`config.mk`:
```
export PLATFORM = sky130hd
export DESIGN_NAME = dm_access_unit_flat
export DESIGN_NICKNAME = d
export VERILOG_FILES = /design/src/rtl/dm_access_unit_if.sv /design/src/rtl/dm_access_unit.sv /design/src/flat_wrapper.sv
export SDC_FILE = /design/constraint.sdc
export NUM_CORES = 1
export LEC_CHECK = 0
export BUFFER_PORTS_ARGS = -buffer_cell sky130_fd_sc_hd__buf_2
export CAP_MARGIN = 25
export CORE_MARGIN = 2
export CORE_UTILIZATION = 50
export DETAILED_ROUTE_END_ITERATION = 8
export PLACE_DENSITY_LB_ADDON = 0.2
export SETUP_SLACK_MARGIN = 0.1
export SLEW_MARGIN = 15
export SYNTH_ARGS = -nofsm -noshare
export SYNTH_HDL_FRONTEND = slang
export SYNTH_SLANG_ARGS = --single-unit
```
`constraint.sdc`:
```
create_clock -name clk -period 2.7 [get_ports clk]
set_clock_uncertainty 0.2 [all_clocks]
set_input_delay 0.27 -clock clk [delete_from_list [all_inputs] [get_ports clk]]
set_output_delay 0.27 -clock clk [all_outputs]
set_load 0.02 [all_outputs]
```
`src/rtl/dm_access_unit_if.sv`:
```
// Word-organised data memory bus between the access unit (master) and the memory (slave).
// Read data is combinational from the address.
interface dm_access_unit_if;
  logic [31:0] mem_addr;
  logic [31:0] mem_wd;
  logic        mem_we;
  logic [31:0] mem_rd;
  logic [31:0] mem_pc;

  modport master (output mem_addr, mem_wd, mem_we, mem_pc, input mem_rd);
  modport slave  (input mem_addr, mem_wd, mem_we, mem_pc, output mem_rd);
endinterface

```
`src/rtl/dm_access_unit.sv`:
```
// Load/store access unit: byte/halfword/word accesses over a word-only memory,
// with read-modify-write for sub-word stores and sign/zero-extended loads.
//
// state | meaning
// IDLE  | ready; accept and latch a request
// READ  | register memory word; extract load lane or merge store lane
// WRITE | mem_we high for this cycle only
// DONE  | done pulse, addr_err reflects the rejected flag
module dm_access_unit (
  input  logic        clk,
  input  logic        reset,
  input  logic        req,
  input  logic        we,
  input  logic [1:0]  size,
  input  logic        sign_ext,
  input  logic [31:0] addr,
  input  logic [31:0] wdata,
  input  logic [31:0] pc,
  output logic        ready,
  output logic        done,
  output logic [31:0] rdata,
  output logic        addr_err,
  dm_access_unit_if.master mem
);

  typedef enum logic [1:0] {IDLE, READ, WRITE, DONE} state_t;

  state_t      state;
  logic        we_q;
  logic [1:0]  size_q;
  logic        sext_q;
  logic [31:0] addr_q;
  logic [31:0] wd_q;
  logic [31:0] pc_q;
  logic [31:0] rdata_q;
  logic        err_q;

  logic        req_err;
  logic [4:0]  lane_sh;
  logic [31:0] shifted;
  logic [31:0] load_val;
  logic [31:0] lane_mask;
  logic [31:0] merged;

  assign req_err = (size == 2'b11) ||
                   (size == 2'b01 && addr[0]) ||
                   (size == 2'b10 && addr[1:0] != 2'b00);

  assign lane_sh = {addr_q[1:0], 3'b000};

  always_comb begin
    shifted   = mem.mem_rd >> lane_sh;
    load_val  = mem.mem_rd;
    lane_mask = 32'hFFFF_FFFF;
    case (size_q)
      2'b00: begin
        load_val  = sext_q ? {{24{shifted[7]}}, shifted[7:0]} : {24'h0, shifted[7:0]};
        lane_mask = 32'h0000_00FF << lane_sh;
      end
      2'b01: begin
        load_val  = sext_q ? {{16{shifted[15]}}, shifted[15:0]} : {16'h0, shifted[15:0]};
        lane_mask = 32'h0000_FFFF << lane_sh;
      end
      default: ;
    endcase
    // Store data arrives in the low lane; shift it up to the addressed lane.
    merged = (mem.mem_rd & ~lane_mask) | ((wd_q << lane_sh) & lane_mask);
  end

  always_ff @(posedge clk or negedge reset) begin
    if (!reset) begin
      state   <= IDLE;
      we_q    <= 1'b0;
      size_q  <= 2'b00;
      sext_q  <= 1'b0;
      addr_q  <= 32'h0;
      wd_q    <= 32'h0;
      pc_q    <= 32'h0;
      rdata_q <= 32'h0;
      err_q   <= 1'b0;
    end else begin
      case (state)
        IDLE: if (req) begin
          we_q   <= we;
          size_q <= size;
          sext_q <= sign_ext;
          addr_q <= addr;
          wd_q   <= wdata;
          pc_q   <= pc;
          err_q  <= req_err;
          if (req_err)                   state <= DONE;
          else if (we && size == 2'b10)  state <= WRITE;
          else                           state <= READ;
        end
        READ: begin
          if (we_q) begin
            wd_q  <= merged;
            state <= WRITE;
          end else begin
            rdata_q <= load_val;
            state   <= DONE;
          end
        end
        WRITE: state <= DONE;
        DONE:  state <= IDLE;
      endcase
    end
  end

  // Decoded from state so an async reset drops mem_we before any clock edge.
  assign ready        = (state == IDLE);
  assign done         = (state == DONE);
  assign addr_err     = (state == DONE) && err_q;
  assign rdata        = rdata_q;
  assign mem.mem_we   = (state == WRITE);
  assign mem.mem_addr = {addr_q[31:2], 2'b00};
  assign mem.mem_wd   = wd_q;
  assign mem.mem_pc   = pc_q;

endmodule

```
`src/flat_wrapper.sv`:
```
// flat-port wrapper written by rule: the top's interface ports become plain ports
module dm_access_unit_flat 
  (clk, reset, req, we, size, sign_ext, addr, wdata, pc, ready, done, rdata, addr_err, mem_mem_addr, mem_mem_wd, mem_mem_we, mem_mem_pc, mem_mem_rd);
  dm_access_unit_if mem_i ();
  input  logic clk;
  input  logic reset;
  input  logic req;
  input  logic we;
  input  logic [1:0] size;
  input  logic sign_ext;
  input  logic [31:0] addr;
  input  logic [31:0] wdata;
  input  logic [31:0] pc;
  output logic ready;
  output logic done;
  output logic [31:0] rdata;
  output logic addr_err;
  output wire logic [$bits(mem_i.mem_addr)-1:0] mem_mem_addr;
  output wire logic [$bits(mem_i.mem_wd)-1:0] mem_mem_wd;
  output wire logic [$bits(mem_i.mem_we)-1:0] mem_mem_we;
  output wire logic [$bits(mem_i.mem_pc)-1:0] mem_mem_pc;
  input wire logic [$bits(mem_i.mem_rd)-1:0] mem_mem_rd;
  assign mem_mem_addr = mem_i.mem_addr;
  assign mem_mem_wd = mem_i.mem_wd;
  assign mem_mem_we = mem_i.mem_we;
  assign mem_mem_pc = mem_i.mem_pc;
  assign mem_i.mem_rd = mem_mem_rd;
  dm_access_unit u_core (.clk(clk), .reset(reset), .req(req), .we(we), .size(size), .sign_ext(sign_ext), .addr(addr), .wdata(wdata), .pc(pc), .ready(ready), .done(done), .rdata(rdata), .addr_err(addr_err), .mem(mem_i));
endmodule
```
==> results by stage, run 1 <==
Worst setup path:
- The largest fanout on the critical path is 17.
- The sort of element at the start of the critical path is a register.
- The type of the worst setup path is reg2reg.
- The arrival time reported for the critical path endpoint is 2440 ps.
- Walking the worst path, the cells encountered are clkinv_1 -> a21oi_1 -> a221oi_1 -> o31ai_1.
- The worst endpoint required time is 2810 ps.
- In this design, the stage delay of the slowest critical-path cell is 540 ps.
- For this design, the slowest cell found on the critical path is dfrtp_1.
- The worst setup path is captured at a register.

Global route:
- The first global-routing pass estimated 35.5 mm of wire.
- Summed over all layers, the global routing overflow is 0.
- The number of antenna violations at the first check in global routing is 0.
- In the global route stage, overall resource usage came out at 0.312.
- The number of global-route vias before repair is 6720.
- Entering global routing, the biggest net connects 58 pins.

Timing:
- The count of endpoints failing setup in the final report is 0.
- The hold violation count in the final report is 0.
- In the finished design, the share of the clock period the worst path needs comes to 0.864.
- The max-slew violation count is 0.
- The worst relative slew slack is 0.570.
- Based on the critical path, the design can be clocked at up to 0.429 GHz.
- Setup repair after global routing left no endpoint under its margin.
- The minimum clock period is 2330 ps.
- Summed over all failing endpoints, the final setup total negative slack is 0 ps.
- The slew at the pin with the worst max-slew slack is 643 ps.

Clock tree:
- The total clock buffers created by CTS is 17.
- No sink is reached through more buffers than the 2 on the longest clock path.
- Clock latency on the worst-skew pair, taken at its later pin, is 420 ps.
- The clock net in this run drives a total of 135 sinks.
- The level count of the clock H-tree is 4.
- The clock transition at the registers of the reported paths is 60 ps.
- Clock tree synthesis selected as its root buffer the cell clkbuf_16.
- The CTS tree is built.
- The post-CTS resize count is 0.

Route:
- Wires add up to 23.3 mm.
- After detailed routing, the average wire length per cell comes to 19.4 um.
- The final route contains 6620 vias.
- The average via count per standard cell is 5.53.
- The remaining design rule violation count is 0.
- The initial detailed-routing violation count is 518.
- The count of nets left with antenna violations once routing finished came out at 0.
- For this run, the detailed router's first-pass iteration total came to 4.

Layout:
- Across the whole layout, storage elements account for 3380 um2.
- From synthesis to final layout, the design area changed by 41.1%.
- The repair_antennas step left the layout with diodes totalling 0.
- Summing all multi-input logic gate instances after layout gives 3060 um2.
- Summing all non-filler instances in the final layout gives an area of 9930 um2.
- For this run, the share of the core covered by cells in the final layout is 0.718.
- The post-layout net count is 1145.
- The number of fill cells is 973.
- The share of cells above drive strength 1 is 0.394.

Die:
- The floorplan step set the die height to 123 um.
- The die area is 15000 um2.
- The number of top-level design ports is 267.
- The initial standard-cell utilization of the core is 0.509.
- After floorplanning, the core was divided into 43 placement rows.
- In this run the horizontal extent of the chip is 123 um.
- The placeable core region is 13800 um2.

Synthesis:
- The number of storage elements in the synthesis netlist is 135.
- In the synthesized netlist the dominant register cell turns out to be dfrtp_1.
- After technology mapping, the gate count stands at 680.
- The cell area that synthesis handed to floorplanning was 7040 um2.
- The number of synthesized flops with an enable pin is 0.
- The sequential area share after synthesis is 0.480.
- The warning count from the yosys run is 0.
- The mean cell area of the mapped netlist is 10.4 um2.
- For this run, asynchronously set or reset flops after synthesis account for 1.00.
- After synthesis, the netlist uses 50 different library cells.

Power and ir drop:
- Of the total power, combinational logic draws 0.529.
- Of the total power, the share spent switching nets is 0.454.
- The worst-case IR drop observed on VDD is 0.000728 V.
- The total net switching power is 6.00 mW.
- The share of total power in sequential cells is 0.299.
- The leakage power figure is 4.69 nW.
- The fraction of power consumed by the clock network is 0.171.
- Internal power comes to 7.20 mW.
- In this run the power density over the cells is 1330 nW/um2.

Place:
- Routability-driven placement finished with a final weighted congestion of 0.941.
- The post-placement cell area is 8280 um2.
- Once detailed placement completed, the half-perimeter wirelength came to 16.1 mm.
- The number of buffer cells added on primary ports is 264.

Job:
- The max-capacitance violation count is 0.

Run status:
- The flow ran to the end, and the final reports show no timing, DRC or antenna violations.

Hold path:
- The type of the most critical hold path is in2reg.
-- kinds of logic after synthesis --
kind of cell,count (synthesis),share of synthesized area
AO/OA/AOI/OAI,189,0.178
AND/OR/NAND/NOR,140,0.0933
flip-flops,135,0.480
buffers and inverters,115,0.0871
multiplexers,95,0.152
adder cells (fa/ha/maj),5,0.00889
other,1,0.000533
-- critical path, delay by kind of cell (launching register included) --
family                 cells  cell delay [ps]
buffers and inverters      1              490
flip-flops                 1              540
AO/OA/AOI/OAI              3              980
-- worst paths after layout --
kind / startpoint / to / slack [ps] / cells past startpoint
max in group asynchronous: reset / u_core.rdata[22] / 1380 / 3
hold reg to reg: u_core.rdata[4] / u_core.rdata[4] / 280 / 2
min in group asynchronous: reset / u_core.mem.mem_wd[8] / 190 / 2
setup reg to reg: u_core.size_q[1] / u_core.mem.mem_wd[15] / 370 / 4
setup / recovery: u_core.size_q[1] / u_core.mem.mem_wd[15] / 370 / 4
hold / removal: mem_mem_rd[0] / u_core.rdata[0] / 5 / 3
-- power by group through the flow --
stage	sequential [mW]	clock, mW	combinational (mW)
after floorplan	4.56	0	4.27
after global placement	3.88	0	6.59
after detailed placement	3.93	0	6.76
after CTS	3.91	2.29	6.91
after global routing	4.07	2.38	7.57
final	3.95	2.26	6.98
-- through the flow --
step / hold slack (ps) / setup WS [ps] / total power [mW] / cells
CTS: 2.44 / 152 / 13.1 / 1197
detailed placement: 69.9 / 170 / 10.7 / 1058
floorplan: -226 / 648 / 8.83 / 681
global placement: 68.7 / 311 / 10.5 / 1058
global route: 21.0 / 185 / 14.0 / 1198
finish: 4.57 / 367 / 13.2 / 1198
-- layer usage --
layer,vias to the layer above,track usage,share of wire
met3,65,0.0906,0.079
met4,0,0.145,0.038
li1,3069,-,-
met2,313,0.517,0.49
met5,-,0,0
met1,3173,0.374,0.39
-- cells in the mapped netlist, types with 6 or more instances --
library cell	n	area, um2
o21ai_0	25	125
nor2b_1	12	75.1
mux2_2	74	833
mux2i_1	18	180
a211oi_1	6	45.0
a22oi_1	8	60.1
buf_1	11	41.3
nand3b_1	13	97.6
buf_2	16	80.1
nor2_1	59	221
o31ai_1	9	67.6
buf_4	35	263
o2bb2ai_1	8	70.1
o211ai_1	6	45.0
o311ai_0	7	61.3
a31oi_1	33	206
inv_1	26	97.6
dfrtp_1	135	3380
o22ai_1	23	144
clkbuf_1	21	78.8
a221oi_1	12	105
a21oi_1	42	210
nand2_1	39	146
-- area by class of cell --
type,count,area share
timing repair buffer,392,0.260
tap,180,0.0227
sequential,135,0.340
clock buffer,20,0.0450
multi-input combinational,431,0.309
clock inverter,12,0.0127
inverter,28,0.0106
-- repair_timing --
| item | CTS | global route |
|---|---|---|
| endpoints found under the hold margin | 161 | 0 |
| setup buffers | 0 | 0 |
| hold buffers | 107 | 0 |
-- layout by cell type (no fill, tap or decap), types with 5 or more instances in the layout --
cell type | Yosys | final
mux2_2 | 74 | 74
o211ai_1 | 6 | 6
nor2_1 | 59 | 59
dfrtp_1 | 135 | 133
a22oi_1 | 8 | 8
o311ai_0 | 7 | 7
a221oi_1 | 12 | 12
inv_1 | 26 | 26
o2bb2ai_1 | 8 | 8
o22ai_1 | 23 | 23
o31ai_1 | 9 | 9
nand2_1 | 39 | 38
nand3b_1 | 13 | 13
clkbuf_16 | 0 | 17
nor2b_1 | 12 | 12
buf_4 | 35 | 19
dlygate4sd3_1 | 0 | 107
ha_1 | 5 | 5
mux2i_1 | 18 | 18
nand2b_1 | 5 | 5
a31oi_1 | 33 | 33
o21ai_0 | 25 | 25
clkinv_2 | 0 | 5
buf_2 | 16 | 263
a21oi_1 | 42 | 42
a211oi_1 | 6 | 6
Note: power is estimated with default switching activity, not from simulation.
==> run 2: changes to the inputs <==
CORE_MARGIN = default   (was 2)
SKIP_CTS_REPAIR_TIMING = 1   (was default)
==> run 2 against run 1 <==
  * The flow now finishes with violations (hold timing)
  * Design area hardly changed
  * Die area fell by 3.2%
  * Register-to-register slack got worse by 30 ps
  * Hold slack lost 17 ps
  * Clock power rose by 9.7%
  * Flip-flop and latch count unchanged
==> results by stage, run 2 (same netlist as run 1, synthesis figures left out) <==
Layout:
- The post-layout net count is 1138 (-0.61%).
- The area added between synthesis and finish came to 41.0% (about the same).
- Leaving out fill and tap cells, the most frequent cell in the layout is buf_2.
- The count of inserted antenna diode cells is 0 (unchanged).
- Leaving out fill and tap cells, the most frequent cells in the layout are 263 x buf_2, 133 x dfrtp_1, 101 x dlygate4sd3_1.
- The share of cells above drive strength 1 is 0.399 (+0.00471).
- The post-route non-filler standard cell count is 1187 (-0.92%).

Die:
- The vertical extent of the die is 121 um (-1.6%).
- The number of placement rows was 42 (-2.3%).
- The initial standard-cell utilization of the core is 0.521 (+0.0121).
- The number of top-level design ports is 267 (unchanged).
- The floorplan die width is 121 um (-1.6%).
- The placeable core region is 13500 um2 (-2.3%).
- The die area came to 14600 um2 (-3.2%).

Clock tree:
- The clock transition at the registers of the reported paths came to 60 ps (about the same).
- The clock sink total is 135 (unchanged).
- The level count of the clock H-tree is 4 (unchanged).
- The CTS tree is built.
- The clock root buffer is clkbuf_16.
- The clock insertion delay at the later pin of the skew report came to 420 ps (about the same).
- The total clock buffers created by CTS was 17 (unchanged).
- The maximum root-to-sink buffer count is 2 (unchanged).

Route:
- The initial detailed-routing violation count came to 599 (+16%).
- The aggregate routed wire length is 22.9 mm (-1.8%).
- The total vias in the final route was 6693 (+1.1%).
- The average via count per standard cell came to 5.64 (+2.0%).
- The antenna violation net count after detailed routing came to 0 (unchanged).
- The remaining design rule violation count is 0 (unchanged).
- The routed length per instance is 19.3 um (-0.86%).
- The first-pass iteration count of the detailed router is 5 (+1).

Timing:
- The highest clock rate was 0.423 GHz (-1.4%).
- Setup repair after global routing left no endpoint under its margin.
- The minimum clock period is 2370 ps (+34.0 ps).
- The max-slew violation count is 0 (unchanged).
- The slew at the pin with the worst max-slew slack is 664 ps (+21.0 ps).
- The final-layout setup total negative slack is 0 ps (unchanged).
- The worst hold slack after final layout was -12.1 ps (-16.7 ps).
- The worst relative slew slack is 0.556 (-0.0140).
- The count of endpoints failing setup in the final report came to 0 (unchanged).
- The hold violation count in the final report is 2 (+2).
- The ratio of final minimum period to clock period came to 0.877 (+0.0126).

Global route:
- The maximum number of pins on one net before global-route repair came to 63 (+8.6%).
- The overflow left after global routing is 0 (unchanged).
- The first-pass GRT wire length is 33.1 mm (-6.8%).
- The number of global-route vias before repair is 6251 (-7.0%).
- The number of antenna violations at the first check in global routing is 0 (unchanged).
- The combined global-route utilization of all metal layers is 0.298 (-0.0133).

Worst setup path:
- The kind of cell with the highest combined delay along the critical path is compound AO/OA/AOI/OAI gates.
- The slowest stage cell on the critical path is dfrtp_1.
- The signal on the critical path passes through clkinvlp_4 -> a21oi_1 -> a221oi_1 -> o31ai_1.
- The critical path in this run is classified as reg2reg.
- The worst setup path is captured at a register.
- The worst endpoint required time is 2820 ps (about the same).
- The buffering stage count on the worst path with inverters included is 1 (unchanged).
- The arrival time reported for the critical path endpoint is 2480 ps (+40 ps).
- The sort of element at the start of the critical path is a register.
- The longest individual stage delay on the worst path is 650 ps (+110 ps).
- The largest fanout on the critical path is 17 (unchanged).

Power and ir drop:
- The switching part of the total power is 0.447 (-0.00731).
- The power share of the combinational group is 0.519 (-0.010).
- The fraction of power consumed by the clock network was 0.186 (+0.015).
- The total net switching power is 5.97 mW (-0.39%).
- The cell area power density is 1350 nW/um2 (+1.3%).
- The internal power was 7.38 mW (+2.6%).
- The largest vdd supply drop is 0.000891 V (+22%).
- The overall power consumption is 13.4 mW (+1.2%).
- The leakage power figure is 4.68 nW (-0.17%).
- The share of total power in sequential cells is 0.295 (-0.004).

Place:
- The number of placed instances with taps included is 1054 (-0.38%).
- The detailed-placement wirelength estimate is 15.6 mm (-2.7%).
- The number of buffer cells added on primary ports is 264 (unchanged).
- The final weighted congestion of routability-driven global placement is 0.922 (-2.0%).

Run status:
- The run finished, with violations left.
- The final reports fail on hold timing.

Hold path:
- The type of the most critical hold path is in2reg.

Job:
- The max-capacitance violation count is 0 (unchanged).
-- run 2: metrics by stage --
stage	util	instance area (um2)	setup WS (ps)	hold slack [ps]
2_1_floorplan	-	7040	648	-226
3_3_place_gp	0.613	8270	450	44.4
3_5_place_dp	0.613	8270	331	54.0
4_1_cts	0.660	8910	302	-389
5_1_grt	0.735	9920	125	1.88
6_report	0.735	9920	333	-12.1
-- run 2: power groups by stage --
stage	Combinational, mW	Sequential [mW]	Clock (mW)
floorplan	4.27	4.56	0
global placement	6.60	3.88	0
detailed placement	6.73	3.93	0
CTS	6.76	3.92	2.51
global route	7.48	4.06	2.61
finish	6.93	3.95	2.48
-- run 2: metal layers --
layer  routed length [um]  GRT usage  up-vias
li1                     -          -     3050
met1                 9020      0.366     3223
met2                11100      0.489      352
met3                 1970     0.0830       68
met4                  788      0.136        0
met5                    0          0        -
-- run 2: area by class of cell --
type	count	area, um2
Timing Repair Buffer	385	2510
Inverter	28	109
Clock buffer	18	439
Multi-Input combinational cell	431	3060
Clock inverter	14	196
Tap cell	176	220
Sequential cell	135	3380
Fill cell	927	3580
-- run 2: worst register-to-register path: stages (launching register included) --
cell        delay [ps]
dfrtp_1            650
clkinvlp_4         450
a21oi_1            500
a221oi_1           170
o31ai_1            300
-- run 2: path summary, 6_finish.rpt --
kind | slack [ps] | cells after the start | startpoint | to
min in group asynchronous | 160 | 2 | reset | u_core.addr_q[30]
worst min register to register | 290 | 2 | u_core.rdata[2] | u_core.rdata[2]
worst max-delay path | 330 | 4 | u_core.size_q[1] | u_core.mem.mem_wd[11]
max in group asynchronous | 1360 | 3 | reset | u_core.rdata[28]
worst min-delay path | -10 | 3 | wdata[8] | u_core.mem.mem_wd[8]
worst max register to register | 330 | 4 | u_core.size_q[1] | u_core.mem.mem_wd[11]
==> run 3: changes to the inputs <==
CORE_ASPECT_RATIO = 0.9   (was default)
REMOVE_ABC_BUFFERS = 1   (was default)
==> run 3 against run 2 <==
  * The run still ends with hold timing left
  * Maximum frequency fell by 7.3%
  * Clock power up 7%
  * Die area about the same
  * Non-clock buffer count shrank 1
  * Register-to-register slack worse by 190 ps
  * Power increased by 0.95%
  * First-iteration DRC count is 17% lower
  * Combinational power increased by 0.6%
  * Highest routed layer unchanged
==> results by stage, run 3 (same netlist as run 1, synthesis figures left out) <==
Layout:
- In the layout the commonest cells are 263 x buf_2, 133 x dfrtp_1, 99 x dlygate4sd3_1.
- The post-route non-filler standard cell count is 1199 (+1.0%).
- The post-layout net count is 1137 (-0.088%).
- The final non-filler cell area came to 9950 um2 (+0.29%).
- The share of cells above drive strength 1 was 0.400 (+0.00138).
- The count of inserted antenna diode cells is 0 (unchanged).
- From synthesis to final layout, the design area changed by 41.4%.
- The most common library cell in the layout ignoring fill and taps is buf_2.

Die:
- The number of placement rows is 40 (-4.8%).
- The number of top-level design ports was 267 (unchanged).
- The floorplan die width was 127 um (+5.3%).
- The die area was 14600 um2 (about the same).
- The initial standard-cell utilization of the core was 0.519 (-0.00221).
- The placeable core region came to 13600 um2 (+0.43%).
- The vertical extent of the die was 115 um (-5.0%).

Place:
- The post-place setup slack is 229 ps (-102 ps).
- The post-placement cell area is 8280 um2 (about the same).
- The number of placed instances with taps included is 1067 (+1.2%).
- The final weighted congestion of routability-driven global placement is 0.917 (-0.54%).
- The number of buffer cells added on primary ports was 264 (unchanged).
- The detailed-placement wirelength estimate is 14.9 mm (-4.9%).

Run status:
- The flow ran to the end, but the final reports show violations.
- The checks that failed: hold timing.

Route:
- The routed length per instance is 18.7 um (-2.8%).
- The first-pass iteration count of the detailed router was 5 (unchanged).
- The remaining design rule violation count is 0 (unchanged).
- The initial detailed-routing violation count came to 495 (-17%).
- The antenna violation net count after detailed routing was 0 (unchanged).
- The average via count per standard cell is 5.62 (-0.39%).
- The total vias in the final route is 6734 (+0.61%).
- The aggregate routed wire length is 22.5 mm (-1.8%).

Worst setup path:
- The largest fanout on the critical path is 16 (-1).
- The worst setup path is captured at a register.
- The sort of element at the start of the critical path is a register.
- The worst endpoint required time came to 2810 ps (about the same).
- The arrival time reported for the critical path endpoint is 2670 ps (+190 ps).
- The setup path with the least slack is of type reg2reg.

Clock tree:
- The clock transition at the registers of the reported paths is 60 ps (about the same).
- The level count of the clock H-tree is 4 (unchanged).
- The total clock buffers created by CTS is 17 (unchanged).
- The clock insertion delay at the later pin of the skew report came to 420 ps (about the same).
- The clock sink total came to 135 (unchanged).
- The maximum root-to-sink buffer count is 2 (unchanged).
- The clock root buffer is clkbuf_16.
- The CTS tree is built.

Timing:
- The count of endpoints failing setup in the final report is 0 (unchanged).
- The max-slew violation count is 0 (unchanged).
- The worst setup margin was 148 ps (-186 ps).
- The worst hold slack after final layout is -27.6 ps (-15.5 ps).
- The slew at the pin with the worst max-slew slack is 717 ps (+53.6 ps).
- The final-layout setup total negative slack is 0 ps (unchanged).
- The hold violation count in the final report is 6 (+4).
- The ratio of final minimum period to clock period came to 0.945 (+0.0687).
- Setup repair after global routing could not meet its margin everywhere.
- The worst relative slew slack is 0.522 (-0.0345).
- The minimum clock period came to 2550 ps (+186 ps).
- The highest clock rate was 0.392 GHz (-7.3%).

Global route:
- The first-pass GRT wire length is 31.2 mm (-5.7%).
- The number of global-route vias before repair is 5946 (-4.9%).
- The maximum number of pins on one net before global-route repair is 73 (+16%).
- The combined global-route utilization of all metal layers was 0.279 (-0.0195).
- The number of antenna violations at the first check in global routing was 0 (unchanged).
- The overflow left after global routing was 0 (unchanged).

Job:
- The max-capacitance violation count is 0 (unchanged).

Power and ir drop:
- The leakage power figure came to 4.70 nW (+0.43%).
- The largest vdd supply drop is 0.000823 V (-7.6%).
- The cell area power density was 1350 nW/um2 (+0.66%).

Hold path:
- The tightest min-delay check is of the in2reg type.
==> run 3: final timing paths <==
path / cells after the start / end / startpoint / slack [ps]
max in group asynchronous: 3 / u_core.rdata[2] / reset / 1310
min in group asynchronous: 2 / u_core.mem.mem_pc[12] / reset / 200
min: 3 / u_core.mem.mem_wd[14] / wdata[14] / -30
min reg2reg: 2 / u_core.err_q / u_core.err_q / 270
max: 5 / u_core.rdata[19] / u_core.state[1] / 150
max reg2reg: 5 / u_core.rdata[19] / u_core.state[1] / 150
==> run 3: metrics by stage <==
stage | total power [mW] | util
2_1_floorplan | 8.23 | -
3_3_place_gp | 10.3 | 0.610
3_5_place_dp | 10.6 | 0.610
4_1_cts | 13.3 | 0.660
5_1_grt | 14.3 | 0.734
6_report | 13.5 | 0.734
==> run 3: worst max-delay path, cell delays in order, from the launching register on <==
cell     delay (ps)
dfrtp_1         410
inv_1           120
ha_1            470
and2b_1         340
nand3_1         520
o22ai_1         370
==> run 3: metal layers <==
| metal | GRT usage | wire (um) | vias up |
|---|---|---|---|
| met5 | 0 | 0 | - |
| met4 | 0.0984 | 579 | 0 |
| met3 | 0.0687 | 1770 | 45 |
| met2 | 0.464 | 11100 | 372 |
| met1 | 0.356 | 8990 | 3260 |
| li1 | - | - | 3057 |
==> run 3: area by class of cell <==
cell class	count	area [um2]
clock buffer	17	425
timing repair buffer	384	2490
multi-input combinational	431	3060
fill	974	3610
inverter	28	109
tap	189	236
clock inverter	15	248
sequential	135	3380
==> run 3: report_power, final <==
| part | switching [mW] | internal [mW] |
|---|---|---|
| registers | 0.756 | 3.09 |
| clock network | 0.922 | 1.74 |
| logic | 4.26 | 2.71 |
| total | 5.94 | 7.54 |
